$ cat src/rtl/hazard_controller.sv
// hazard_controller: stall/flush/forwarding control for a five-stage MIPS pipeline,
// plus a data-memory wait FSM with timeout and stall/flush performance counters.
module hazard_controller #(
    parameter int MEM_TIMEOUT = 16
) (
    input  logic        clk,
    input  logic        reset,
    input  logic [4:0]  RsD,
    input  logic [4:0]  RtD,
    input  logic [4:0]  RsE,
    input  logic [4:0]  RtE,
    input  logic [4:0]  WriteRegE,
    input  logic [4:0]  WriteRegM,
    input  logic [4:0]  WriteRegW,
    input  logic        RegWriteE,
    input  logic        RegWriteM,
    input  logic        RegWriteW,
    input  logic        MemtoRegE,
    input  logic        MemtoRegM,
    input  logic        BranchD,
    input  logic        PCSrcD,
    input  logic        MemReqM,
    input  logic        MemReadyM,
    output logic        StallF,
    output logic        StallD,
    output logic        StallE,
    output logic        StallM,
    output logic        FlushD,
    output logic        FlushE,
    output logic        FlushW,
    output logic        ForwardAD,
    output logic        ForwardBD,
    output logic [1:0]  ForwardAE,
    output logic [1:0]  ForwardBE,
    output logic        MemError,
    output logic [31:0] StallCycles,
    output logic [31:0] FlushCycles
);

    localparam int CW = $clog2(MEM_TIMEOUT + 1);

    typedef enum logic {
        S_IDLE = 1'b0,
        S_WAIT = 1'b1
    } state_t;

    state_t        state;
    state_t        state_next;
    logic [CW-1:0] cnt;
    logic [CW-1:0] cnt_next;
    logic          memstall;
    logic          timeout_hit;
    logic          lwstall;
    logic          branchstall;

    // Forwarding selection: M stage has priority over W; register 0 never forwards.
    always_comb begin
        ForwardAE = 2'b00;
        ForwardBE = 2'b00;
        if (RsE != 5'd0 && RegWriteM && RsE == WriteRegM)
            ForwardAE = 2'b10;
        else if (RsE != 5'd0 && RegWriteW && RsE == WriteRegW)
            ForwardAE = 2'b01;
        if (RtE != 5'd0 && RegWriteM && RtE == WriteRegM)
            ForwardBE = 2'b10;
        else if (RtE != 5'd0 && RegWriteW && RtE == WriteRegW)
            ForwardBE = 2'b01;
        ForwardAD = (RsD != 5'd0) && RegWriteM && (RsD == WriteRegM);
        ForwardBD = (RtD != 5'd0) && RegWriteM && (RtD == WriteRegM);
    end

    // Load-use and branch-compare data hazards detected in Decode.
    always_comb begin
        lwstall     = MemtoRegE && ((RtE == RsD) || (RtE == RtD));
        branchstall = BranchD &&
                      ((RegWriteE && ((WriteRegE == RsD) || (WriteRegE == RtD))) ||
                       (MemtoRegM && ((WriteRegM == RsD) || (WriteRegM == RtD))));
    end

    // Memory wait FSM next state; cnt counts cycles already spent waiting.
    always_comb begin
        state_next  = state;
        cnt_next    = cnt;
        memstall    = 1'b0;
        timeout_hit = 1'b0;
        case (state)
            S_IDLE: begin
                if (MemReqM && !MemReadyM) begin
                    memstall   = 1'b1;
                    state_next = S_WAIT;
                    cnt_next   = CW'(1);
                end
            end
            S_WAIT: begin
                if (!MemReqM || MemReadyM) begin
                    state_next = S_IDLE;
                end else if (cnt == CW'(MEM_TIMEOUT)) begin
                    // Abort: the access leaves M unfinished and the error is latched.
                    timeout_hit = 1'b1;
                    state_next  = S_IDLE;
                end else begin
                    memstall = 1'b1;
                    cnt_next = cnt + CW'(1);
                end
            end
            default: begin
                state_next = S_IDLE;
            end
        endcase
    end

    // Stall/flush outputs: a memory freeze overrides every other hazard.
    always_comb begin
        StallF = 1'b0;
        StallD = 1'b0;
        StallE = 1'b0;
        StallM = 1'b0;
        FlushD = 1'b0;
        FlushE = 1'b0;
        FlushW = 1'b0;
        if (memstall) begin
            StallF = 1'b1;
            StallD = 1'b1;
            StallE = 1'b1;
            StallM = 1'b1;
            FlushW = 1'b1;
        end else begin
            StallF = lwstall || branchstall;
            StallD = lwstall || branchstall;
            FlushE = lwstall || branchstall;
            FlushD = PCSrcD && !(lwstall || branchstall);
        end
    end

    // FSM state and wait counter registers.
    always_ff @(posedge clk or posedge reset) begin
        if (reset) begin
            state <= S_IDLE;
            cnt   <= '0;
        end else begin
            state <= state_next;
            cnt   <= cnt_next;
        end
    end

    // Sticky timeout error and wrapping performance counters.
    always_ff @(posedge clk or posedge reset) begin
        if (reset) begin
            MemError    <= 1'b0;
            StallCycles <= 32'd0;
            FlushCycles <= 32'd0;
        end else begin
            if (timeout_hit)
                MemError <= 1'b1;
            if (StallF)
                StallCycles <= StallCycles + 32'd1;
            if (FlushE || FlushD)
                FlushCycles <= FlushCycles + 32'd1;
        end
    end

endmodule

$ cat config.mk
export PLATFORM = sky130hd
export DESIGN_NAME = hazard_controller
export DESIGN_NICKNAME = d
export VERILOG_FILES = /design/src/rtl/hazard_controller.sv
export SDC_FILE = /design/constraint.sdc
export NUM_CORES = 1
export LEC_CHECK = 0
export ABC_CLOCK_PERIOD_IN_PS = 3450
export CORE_MARGIN = 2
export CORE_UTILIZATION = 40
export DETAILED_ROUTE_END_ITERATION = 7
export HOLD_SLACK_MARGIN = 0.05
export PLACE_DENSITY = 0.7
export SLEW_MARGIN = 5
export SYNTH_ARGS = -nofsm -noshare
export SYNTH_HDL_FRONTEND = slang
export SYNTH_SLANG_ARGS = --single-unit
$ cat constraint.sdc
create_clock -name clk -period 3.45 [get_ports clk]
set_clock_uncertainty 0.2 [all_clocks]
set_input_delay 0.8625 -clock clk [delete_from_list [all_inputs] [get_ports clk]]
set_output_delay 0.8625 -clock clk [all_outputs]
set_load 0.005 [all_outputs]
==> impl_metrics.json <==
{
  "timing.critical_path.buf_inv": 3,
  "maxSlewViolCount": 0,
  "areaGrowthSynthToFinish_pct": 51.78,
  "detail-route-antenna-nets": 0,
  "rrSetupSlack_ns": 0.94,
  "wl_per_cell_um": 15.99,
  "multi_input_area_um2": 2253,
  "ir_worst_vdd_mv": 0.2292,
  "grt_pass1_wl_um": 18360,
  "yosysWarningCount": 0,
  "synth_nets": 439,
  "setup_viol": 0,
  "io_buffer_count": 123,
  "synth.avg_cell_area_um2": 10.28,
  "crit_path_cell_trace": "dlygate4sd2_1 > xor2_1 > nor3_2 > a32o_1 > o21ai_2 > nand3_4 > buf_6 > clkdlybuf4s15_2",
  "fin_crit_ns": 3.427,
  "drc": 0,
  "num_vias": 3672,
  "grt_overflow": 0,
  "place_ws_ns": -0.6494,
  "async_flop_share_pct": 100.0,
  "cts.root.buffer_cell": "clkbuf_8",
  "coreArea_um2": 9729,
  "max_freq_mhz": 291.8,
  "status": "finished clean",
  "crit_cells": 8,
  "grt_start_max_net_pins": 29,
  "regArea_um2": 1777,
  "cp_data_arrival_time_ns": 2.36,
  "r2r-end": "FlushCycles[25]$_DFFE_PP0P_",
  "grt_usage_pct": 20.97,
  "grt_pass1_vias": 3636,
  "gp_congestion": 0.9263,
  "syn_area_um2": 3999,
  "clk_path_buf_depth": 2,
  "place_area_um2": 5697,
  "cp_slowest_cell": "a32o_1",
  "worst_pin_slew_ns": 0.6642,
  "hpwlAfterDp_um": 8302,
  "antenna_found_initial": 1,
  "cts_tree": "yes",
  "synth-edff-count": 0,
  "hold_viol": 0,
  "cts_buffers": 9,
  "setup.worst_path.start": "WriteRegM[3]",
  "path_clk_slew_ns": 0.08,
  "rr_worst_depth": 10,
  "final_net_count": 616,
  "slew_headroom_pct": 55.56,
  "start_kind": "primary input",
  "cap_violations": 0,
  "cts.sinks": 71,
  "ioPinCount": 124,
  "rows": 36,
  "clock_latency_ns": 0.34,
  "first_pass_iters": 4,
  "crit_end": "StallF",
  "synthFlopType": "dfrtp_1",
  "slowest_delay_ns": 0.29,
  "critPathKind": "primary input to output port",
  "vias_per_cell": 5.209,
  "hp-class": "register to register",
  "start_util_pct": 41.10,
  "r2r-start": "cnt[0]$_DFFE_PP0P_",
  "die_h_um": 104.0,
  "die_w_um": 104.0,
  "fillers": 844,
  "powerDensity_nw_per_um2": 395.7,
  "crit_fanout": 3,
  "design_area_um2": 6070,
  "critPathTopFamily": "buffers and inverters",
  "ys_seq_elements": 71,
  "fin_ws_ns": 0.02273,
  "drt_iter0_drc": 157,
  "period_share_pct": 99.34,
  "layout-drive-gt1-share_pct": 23.29,
  "synth_sequential_area_ratio_pct": 44.43,
  "die_area_um2": 10810,
  "endpoint_kind": "output port",
  "cp.required_ns": 2.39,
  "synth_cell_types": 43,
  "wl_um": 11280,
  "p_leak_nw": 2.600,
  "synthesis.instances": 389,
  "h-tree-depth": 3
}
-- synthesized netlist by cell type, drive strengths merged, types with 7 or more instances --
library cell  instances  area (um2)
xor2                 31       271.5
nor3                 15       110.1
xnor2                80       700.7
and3                 17       106.4
nand2                29       108.9
nor2                 13       48.80
inv                   8       30.03
buf                  13       86.33
nor4                  7       56.30
dfrtp                71        1777
nand4                39       250.2
nand3                24       120.1
-- cells in the final DEF (no fill, tap or decap), types with 3 or more instances in the layout --
master,count
ha_1,4
inv_1,7
nand4_1,38
xnor2_2,4
and4_1,4
nor3_1,7
nor3_2,8
clkdlybuf4s15_1,3
buf_12,3
buf_2,9
and3_1,17
dfrtp_1,71
nor2_1,11
xor2_1,29
nand3_1,23
xnor2_1,75
clkbuf_2,9
dlygate4sd2_1,12
nand2_1,29
buf_6,6
clkbuf_8,9
dlymetal6s2s_1,5
clkdlybuf4s50_1,83
buf_4,50
nor4_1,3
nor4_2,4
-- cell type report --
type                            instances  share of cell area (%)
Multi-Input combinational cell        294                   37.13
Tap cell                              133                   2.742
Antenna cell                            1                 0.04123
Clock inverter                          7                   1.196
Sequential cell                        71                   29.27
Clock buffer                            9                   2.041
Inverter                                8                  0.4947
Timing Repair Buffer                  182                   27.09
-- metal layers --
| layer | global-route usage [%] | up-vias | share of wire (%) |
|---|---|---|---|
| met5 | 0 | - | 0 |
| met4 | 7.432 | 0 | 1.8 |
| met3 | 4.699 | 16 | 5.9 |
| met2 | 33.74 | 128 | 49 |
| met1 | 27.85 | 1803 | 44 |
| li1 | - | 1725 | - |
-- worst min path at each step --
stage / start / end / slack, ns / depth (start not counted)
final: MemError$_DFFE_PP0P_ / MemError$_DFFE_PP0P_ / 0.27 / 1
after detailed placement: MemError$_DFFE_PP0P_ / MemError$_DFFE_PP0P_ / 0.26 / 1
after CTS: MemError$_DFFE_PP0P_ / MemError$_DFFE_PP0P_ / 0.28 / 1
after global placement: MemError$_DFFE_PP0P_ / MemError$_DFFE_PP0P_ / 0.25 / 1
after global routing: FlushCycles[31]$_DFFE_PP0P_ / FlushCycles[31]$_DFFE_PP0P_ / 0.29 / 1
after floorplan: cnt[4]$_DFFE_PP0P_ / cnt[4]$_DFFE_PP0P_ / 0.24 / 1
-- cells by family (layout without fill, tap and decap cells) --
family                     count (synthesis)  count (layout)  synth area share [%]
buffers and inverters                     24             206                 3.191
AOI/OAI and AO/OA                         20              20                 3.754
other                                      0               1                     0
muxes                                      1               1                0.2816
adders and majority gates                  4               4                 1.252
xor gates and xnor gates                 111             111                 24.31
DFF                                       71              71                 44.43
and+or+nand+nor                          158             158                 22.78
-- report_power, final --
group          internal [W]  switching (W)  total, W
Combinational      0.000390       0.000285  0.000675
Sequential         0.000929       0.000136   0.00107
Clock              0.000335       0.000327  0.000662
-- timing repair --
| item | CTS | global route |
|---|---|---|
| buffers inserted | 12 | 2 |
| pin swaps | 18 | 19 |
| endpoints found under the setup margin | 13 | 9 |
| resized for setup | 97 | 32 |
| hold buffers | 0 | 0 |
-- stage by stage --
stage,hold slack [ns],TNS (ns),std cells,util (%),total power (W)
CTS,0.2752,0,704,62.67,0.002418
global route,0.2894,-0.04375,705,62.38,0.002523
finish,0.2683,0,705,62.38,0.002402
global placement,0.2533,-4.618,677,58.55,0.001701
floorplan,0.2439,0,389,-,0.001321
detailed placement,0.2575,-5.432,677,58.55,0.001724
-- registers in the layout (all words and copies together), names as in the netlist --
register,cells
FlushCycles,32
StallCycles,32
cnt,5
MemError,1
state,1
Note: power is estimated with default switching activity, not from simulation.
